**src/rtl/reg_file_sb.sv**
```systemverilog
// reg_file_sb: architectural register file with write-back bypass, pending scoreboard and RAW stall request
module reg_file_sb #(
    parameter int REG_NUM = 32,
    parameter int ADDR_W  = 5,
    parameter int DATA_W  = 32
) (
    input  logic              clk,
    input  logic              rst,
    input  logic              rdy,
    input  logic              wb_rd_enable,
    input  logic [ADDR_W-1:0] wb_rd_addr,
    input  logic [DATA_W-1:0] wb_rd_data,
    input  logic              rs1_read_enable,
    input  logic [ADDR_W-1:0] rs1_addr,
    output logic [DATA_W-1:0] rs1_data,
    input  logic              rs2_read_enable,
    input  logic [ADDR_W-1:0] rs2_addr,
    output logic [DATA_W-1:0] rs2_data,
    input  logic              issue_valid,
    input  logic              issue_rd_enable,
    input  logic [ADDR_W-1:0] issue_rd_addr,
    input  logic              flush,
    output logic              reg_stall_req
);
    logic [DATA_W-1:0]  regs_q [REG_NUM];
    logic [DATA_W-1:0]  regs_d [REG_NUM];
    logic [REG_NUM-1:0] pend_q, pend_d;
    logic               hit1, hit2, haz1, haz2;

    always_comb begin
        regs_d = regs_q;
        if (rdy && wb_rd_enable && wb_rd_addr != '0)
            regs_d[wb_rd_addr] = wb_rd_data;
        regs_d[0] = '0;
    end

    // clear is applied before set so a same-cycle issue to the same rd wins
    always_comb begin
        pend_d = pend_q;
        if (rdy) begin
            if (flush) begin
                pend_d = '0;
            end else begin
                if (wb_rd_enable)
                    pend_d[wb_rd_addr] = 1'b0;
                if (issue_valid && issue_rd_enable && issue_rd_addr != '0)
                    pend_d[issue_rd_addr] = 1'b1;
            end
        end
        pend_d[0] = 1'b0;
    end

    always_ff @(posedge clk or negedge rst) begin
        if (!rst) begin
            for (int i = 0; i < REG_NUM; i++)
                regs_q[i] <= '0;
            pend_q <= '0;
        end else begin
            regs_q <= regs_d;
            pend_q <= pend_d;
        end
    end

    assign hit1 = wb_rd_enable && wb_rd_addr == rs1_addr;
    assign hit2 = wb_rd_enable && wb_rd_addr == rs2_addr;

    assign rs1_data = (!rst || !rs1_read_enable || rs1_addr == '0) ? '0 :
                      hit1 ? wb_rd_data : regs_q[rs1_addr];
    assign rs2_data = (!rst || !rs2_read_enable || rs2_addr == '0) ? '0 :
                      hit2 ? wb_rd_data : regs_q[rs2_addr];

    assign haz1 = rs1_read_enable && rs1_addr != '0 && pend_q[rs1_addr] && !hit1;
    assign haz2 = rs2_read_enable && rs2_addr != '0 && pend_q[rs2_addr] && !hit2;
    assign reg_stall_req = rst && (haz1 || haz2);
endmodule

```
**config.mk**
```make
export PLATFORM = sky130hd
export DESIGN_NAME = reg_file_sb
export DESIGN_NICKNAME = d
export VERILOG_FILES = /design/src/rtl/reg_file_sb.sv
export SDC_FILE = /design/constraint.sdc
export NUM_CORES = 2
export LEC_CHECK = 0
export ABC_AREA = 0
export CAP_MARGIN = 10
export CORE_ASPECT_RATIO = 1.2
export CORE_MARGIN = 2
export CORE_UTILIZATION = 54
export DETAILED_ROUTE_END_ITERATION = 8
export PLACE_DENSITY = 0.71
export SETUP_SLACK_MARGIN = 0.5
export SLEW_MARGIN = 10
export SYNTH_ARGS = -nofsm -noshare
export SYNTH_HDL_FRONTEND = slang
export SYNTH_SLANG_ARGS = --single-unit
```
**constraint.sdc**
```tcl
create_clock -name clk -period 5.3 [get_ports clk]
set_input_delay 1.59 -clock clk [delete_from_list [all_inputs] [get_ports clk]]
set_output_delay 1.59 -clock clk [all_outputs]
set_load 0.02 [all_outputs]
```
# ---- After elaboration in Yosys (flattened, before gate mapping)
# Cells that the tools add are included.
dict set report classes {
  n_lt_le_gt_ge 10
  eq_ne 2
  mux 26
  n_bitwise 6
  n_reduce_logical 32
}
# cell count
set ops {}
lappend ops {{$bwmux W1024} 1}
lappend ops {{$mux W32} 14}
lappend ops {{$bmux W32 S5} 2}
lappend ops {{$demux W32 S5} 1}
lappend ops {{$and A32 B32 Y32} 1}
lappend ops {{$not A32 Y32} 1}
lappend ops {{$or A32 B32 Y32} 1}
lappend ops {{$lt A5 B6 Y1 const B} 4}
lappend ops {{$reduce_bool A5 Y1} 4}
lappend ops {{$ge A6 B6 Y1 const B} 3}
lappend ops {{$not A5 Y6} 3}
lappend ops {{$logic_and A1 B1 Y1} 16}
lappend ops {{$bmux W1 S5} 2}
lappend ops {{$demux W1 S5} 2}
lappend ops {{$eq A5 B5 Y1} 2}
lappend ops {{$ge A5 B1 Y1 const B} 2}
lappend ops {{$logic_not A5 Y1} 2}
lappend ops {{$lt A6 B1 Y1 const B} 1}
lappend ops {{$logic_not A1 Y1} 5}
lappend ops {{$logic_or A1 B1 Y1} 5}
lappend ops {{$mux W1} 4}
dict set report word_totals {
  regBits 1023
  output_inout_bits 65
}

# ---- Logic depth before layout (Yosys ltp)
dict set report depth {
  depth_word 12
  mapped_depth 11
}

# ---- Worst setup path before layout
# No wires, ideal clock.
dict set report synth_timing {
  path_type {input -> output}
  from {input rs1_addr[0]}
  to {output rs1_data[10]}
  arrival_time_ns 3.621
  path_slack_ns 0.089
  cell_stages 9
  path_buffers 5
  cell_sequence {buf_2 > buf_6 > buf_4 > buf_6 > nor3_1 > a21oi_1 > o31ai_1 > buf_2 > o41ai_1}
}
dict set report synth_via {
  elab_chain_cells 6
  word_cells_on_any_way 10
  cone_classes {eq/ne: 1; mux: 5; bitwise: 1; reduce/logical: 3}
}
# item line_no
set synth_rtl {}
lappend synth_rtl {{start: declaration} 14} ;# input logic [ADDR_W-1:0] rs1_addr,
lappend synth_rtl {{$not A5 Y6 (not written as such)} 68} ;# hit1 ? wb_rd_data : regs_q[rs1_addr];
lappend synth_rtl {{$bmux W32 S5} 68}
lappend synth_rtl {{$mux W32 (not written as such) (2 in a row)} 68}
lappend synth_rtl {{$mux W32} 68}
lappend synth_rtl {{$mux W32 (*)} 67} ;# assign rs1_data = (!rst || !rs1_read_enable || rs1_addr == '0) ? '0 :
lappend synth_rtl {{end: declaration} 15} ;# output logic [DATA_W-1:0] rs1_data,
# Every way passes the cells marked *; elsewhere a longest branch is shown, timed or not. The select of a mux whose other input is x is not followed.

# ---- Final worst setup path
dict set report layout_timing {
  from {input rs2_addr[2]}
  to {output rs2_data[15]}
}
dict set report layout_via {
  elab_chain_cells 6
  word_cells_on_any_way 10
  cone_classes {eq/ne: 1; mux: 5; bitwise: 1; reduce/logical: 3}
}
# item line_no
set layout_rtl {}
lappend layout_rtl {{start: declaration} 17} ;# input logic [ADDR_W-1:0] rs2_addr,
lappend layout_rtl {{$not A5 Y6 (not written as such)} 70} ;# hit2 ? wb_rd_data : regs_q[rs2_addr];
lappend layout_rtl {{$bmux W32 S5} 70}
lappend layout_rtl {{$mux W32 (not written as such) (2 in a row)} 70}
lappend layout_rtl {{$mux W32} 70}
lappend layout_rtl {{$mux W32 (*)} 69} ;# assign rs2_data = (!rst || !rs2_read_enable || rs2_addr == '0) ? '0 :
lappend layout_rtl {{end: declaration} 18} ;# output logic [DATA_W-1:0] rs2_data,
# Marks and branches as above.

==> flow_summary_export.csv <==
group,metric,value,unit
cts,htreeDepth,3,
worst_setup_path,cp_max_fo,8,
logic_synthesis,synth_nets,3755,
worst_setup_path,critPathKind,"in -> out",
power,power_density,310.4,mW/mm^2
die,start_util,54.47,%
sta,fmax,190.6,MHz
sta,skew,0,ps
cts,cts_tree,"done",
worst_setup_path,critPathBufInv,6,
place,gp_congestion,0.8922,
power,ir_drop,0.0002610,V
worst_setup_path,slowest_delay,410,ps
logic_synthesis,synthDistinctLibCells,59,
cts,cts_buffer_depth,3,
finish,area_delta_synth_final,26.74,%
sta,hold_viol_final,0,
worst_setup_path,crit_chain,"buf_6 -> buf_12 -> buf_6 -> buf_12 -> nor2b_1 -> buf_4 -> a22oi_1 -> nand2_1 -> a221o_1 -> buf_6",
worst_setup_path,worstPathArrival,3660,ps
cts,ctsHoldBuffers,0,
global_routing,grt_overflow_total,0,
logic_synthesis,async_flop_share,100.0,%
logic_synthesis,synth-warning-count,0,
logic_synthesis,synth_top_area_share,46.36,%
cts,cts_buffers,108,
global_routing,grt_pass1_wl,287.4,mm
finish,nNetsFinal,4236,
finish,final_common_cell,"mux2_2",
routing,num_vias,39823,
worst_setup_path,crit_slowest_cell,"nor2b_1",
cts,clkTransAtPathRegs,60,ps
sta,drv_slew,0,
die,io_pins,126,
die,num_rows,128,
place,dp_slack,-433.4,ps
logic_synthesis,syn-mean-instance-area,14.95,um^2
routing,drt-wirelength-per-cell,35.39,um
logic_synthesis,netlist_top_cells_area,"dfrtp_1 46%, mux2_2 21%, mux4_2 20%, buf_2 1.4%, clkbuf_1 1.1%",
routing,drt_first_iter_violations,4099,
global_routing,grt_max_degree,192,
sta,period_minus_slack,5248,ps
routing,first_pass_iters,6,
global_routing,antenna_found_initial,3,
sta,worstMarginPinSlew,1143,ps
sta,post-route-period-util,99.01,%
logic_synthesis,syn_area,0.05522,mm^2
worst_setup_path,end_kind,"output pin",
job,maxCapViolCount,0,
logic_synthesis,ys_ff_latch,1023,
sta,setup_ws,52.43,ps
place,dp.cells,5167,
worst_setup_path,cp-start-kind,"input pin",
min_path,worstHoldPathType,"reg -> reg",
routing,drc,0,
power,p_leak,0.03134,uW
power,power,21720,uW
die,coreArea,0.1014,mm^2
sta,rsz0062_at_grt,"true",
worst_setup_path,cpMostUsedCell,"buf_6",
cts,root_buffer,"clkbuf_16",
place,place_hpwl,116.7,mm
routing,post_drt_via_cell_ratio,7.078,
worst_setup_path,required,3710,ps
logic_synthesis,ys_seq_area_share,46.36,%
sta,slew_headroom,23.24,%
logic_synthesis,synth_cells,3694,
cts,clkLatencyLatePin,690,ps
logic_synthesis,synth_edf_count,0,
worst_setup_path,path_delay_family,"buffers and inverters",
place,io_buffers,125,
finish,final_cell_mix,"1,030 x mux2_2, 1,023 x dfrtp_1, 495 x mux4_2",
finish,final_cell_count_no_fill,5626,
cts,cts_num_sinks,1023,
die,die-area,0.1048,mm^2
sta,setup_viol,0,
die,die_x,295.9,um
die,fp.dieH,354.3,um
status,outcome,"complete, no violations",
logic_synthesis,ys.flop_type,"dfrtp_1",
logic_synthesis,yosysTopAreaCell,"dfrtp_1",
global_routing,grt.total_usage,38.11,%
finish,drive_above_1_share,63.64,%
global_routing,grt_pass1_vias,41355,
routing,ant_nets,0,
routing,drt_wl_total,199.1,mm
## final timing paths
kind / startpoint / end / slack (ps) / cells past startpoint
max: rs2_addr[2] / rs2_data[15] / 50 / 10
min: regs_q[894] / regs_q[894] / 510 / 1
max reg2reg: regs_q[583] / regs_q[583] / 4440 / 1
min reg2reg: regs_q[894] / regs_q[894] / 510 / 1
max in group asynchronous: rst / regs_q[808] / 1300 / 5
min in group asynchronous: rst / pend_q[17] / 950 / 2
## power breakdown
group | total, uW | switching [uW] | internal (uW)
Sequential | 9600 | 780 | 8820
Combinational | 4350 | 1840 | 2510
Clock | 7770 | 3260 | 4520
Total | 21700 | 5870 | 15800
## registers in the layout, summed over array words and instances (netlist names)
register,flops
regs_q,992
pend_q,31
## synth_stat cells (18+ instances only)
cell	count
a22oi_1	19
o21ai_0	21
o22ai_1	71
dfrtp_1	1023
buf_1	52
mux4_2	495
buf_2	155
o31ai_1	18
mux2_2	1045
a211oi_1	33
nor2_1	57
a21oi_1	23
nand2_1	128
buf_4	25
nor2b_1	55
a221o_1	32
o41ai_1	28
a32o_1	20
mux2i_1	30
a22o_1	33
clkbuf_1	169
## cell families (layout without fill, tap and decap cells)
family / count (synthesis) / after routing / synth area share (%)
compound gates: 349 / 349 / 4.860
xor+xnor: 10 / 10 / 0.1586
buf+inv: 412 / 978 / 3.431
flops: 1023 / 1023 / 46.36
mux: 1587 / 1587 / 42.39
other cells: 0 / 1 / 0
simple gates: 313 / 313 / 2.801
## final cells by class
| class | instances | area [um^2] |
|---|---|---|
| Tap cell | 1365 | 1708 |
| Sequential cell | 1023 | 25600 |
| Inverter | 3 | 11.26 |
| Clock inverter | 37 | 435.4 |
| Fill cell | 6623 | 31390 |
| Timing Repair Buffer | 780 | 9185 |
| Clock buffer | 158 | 3171 |
| Antenna cell | 1 | 2.502 |
| Multi-Input combinational cell | 2259 | 29870 |
## timing repair
action | in CTS | in global routing
gates resized for setup | 469 | 186
pin swaps | 56 | 87
setup endpoints to repair | 65 | 65
buffers inserted | 155 | 79
gates cloned | 24 | 5
hold endpoints to repair | 0 | 0
## metrics by stage
step / area (um^2) / hold slack [ps] / utilization (%) / setup TNS [ps]
after floorplan: 56810 / 477.3 / - / 0
after global placement: 61750 / 487.5 / 60.91 / -17770
after detailed placement: 61750 / 501.7 / 60.91 / -18710
after CTS: 68540 / 514.7 / 67.61 / 0
after global routing: 69980 / 530.1 / 69.03 / 0
final: 69980 / 513.9 / 69.03 / 0
## per-layer routing
metal,global-route usage [%],part of all wire (%)
met4,24.77,7.6
met1,48.71,36
met5,0,0.0080
met3,7.908,9.8
met2,59.36,47
No activity file was read; power rests on OpenSTA's default activity.
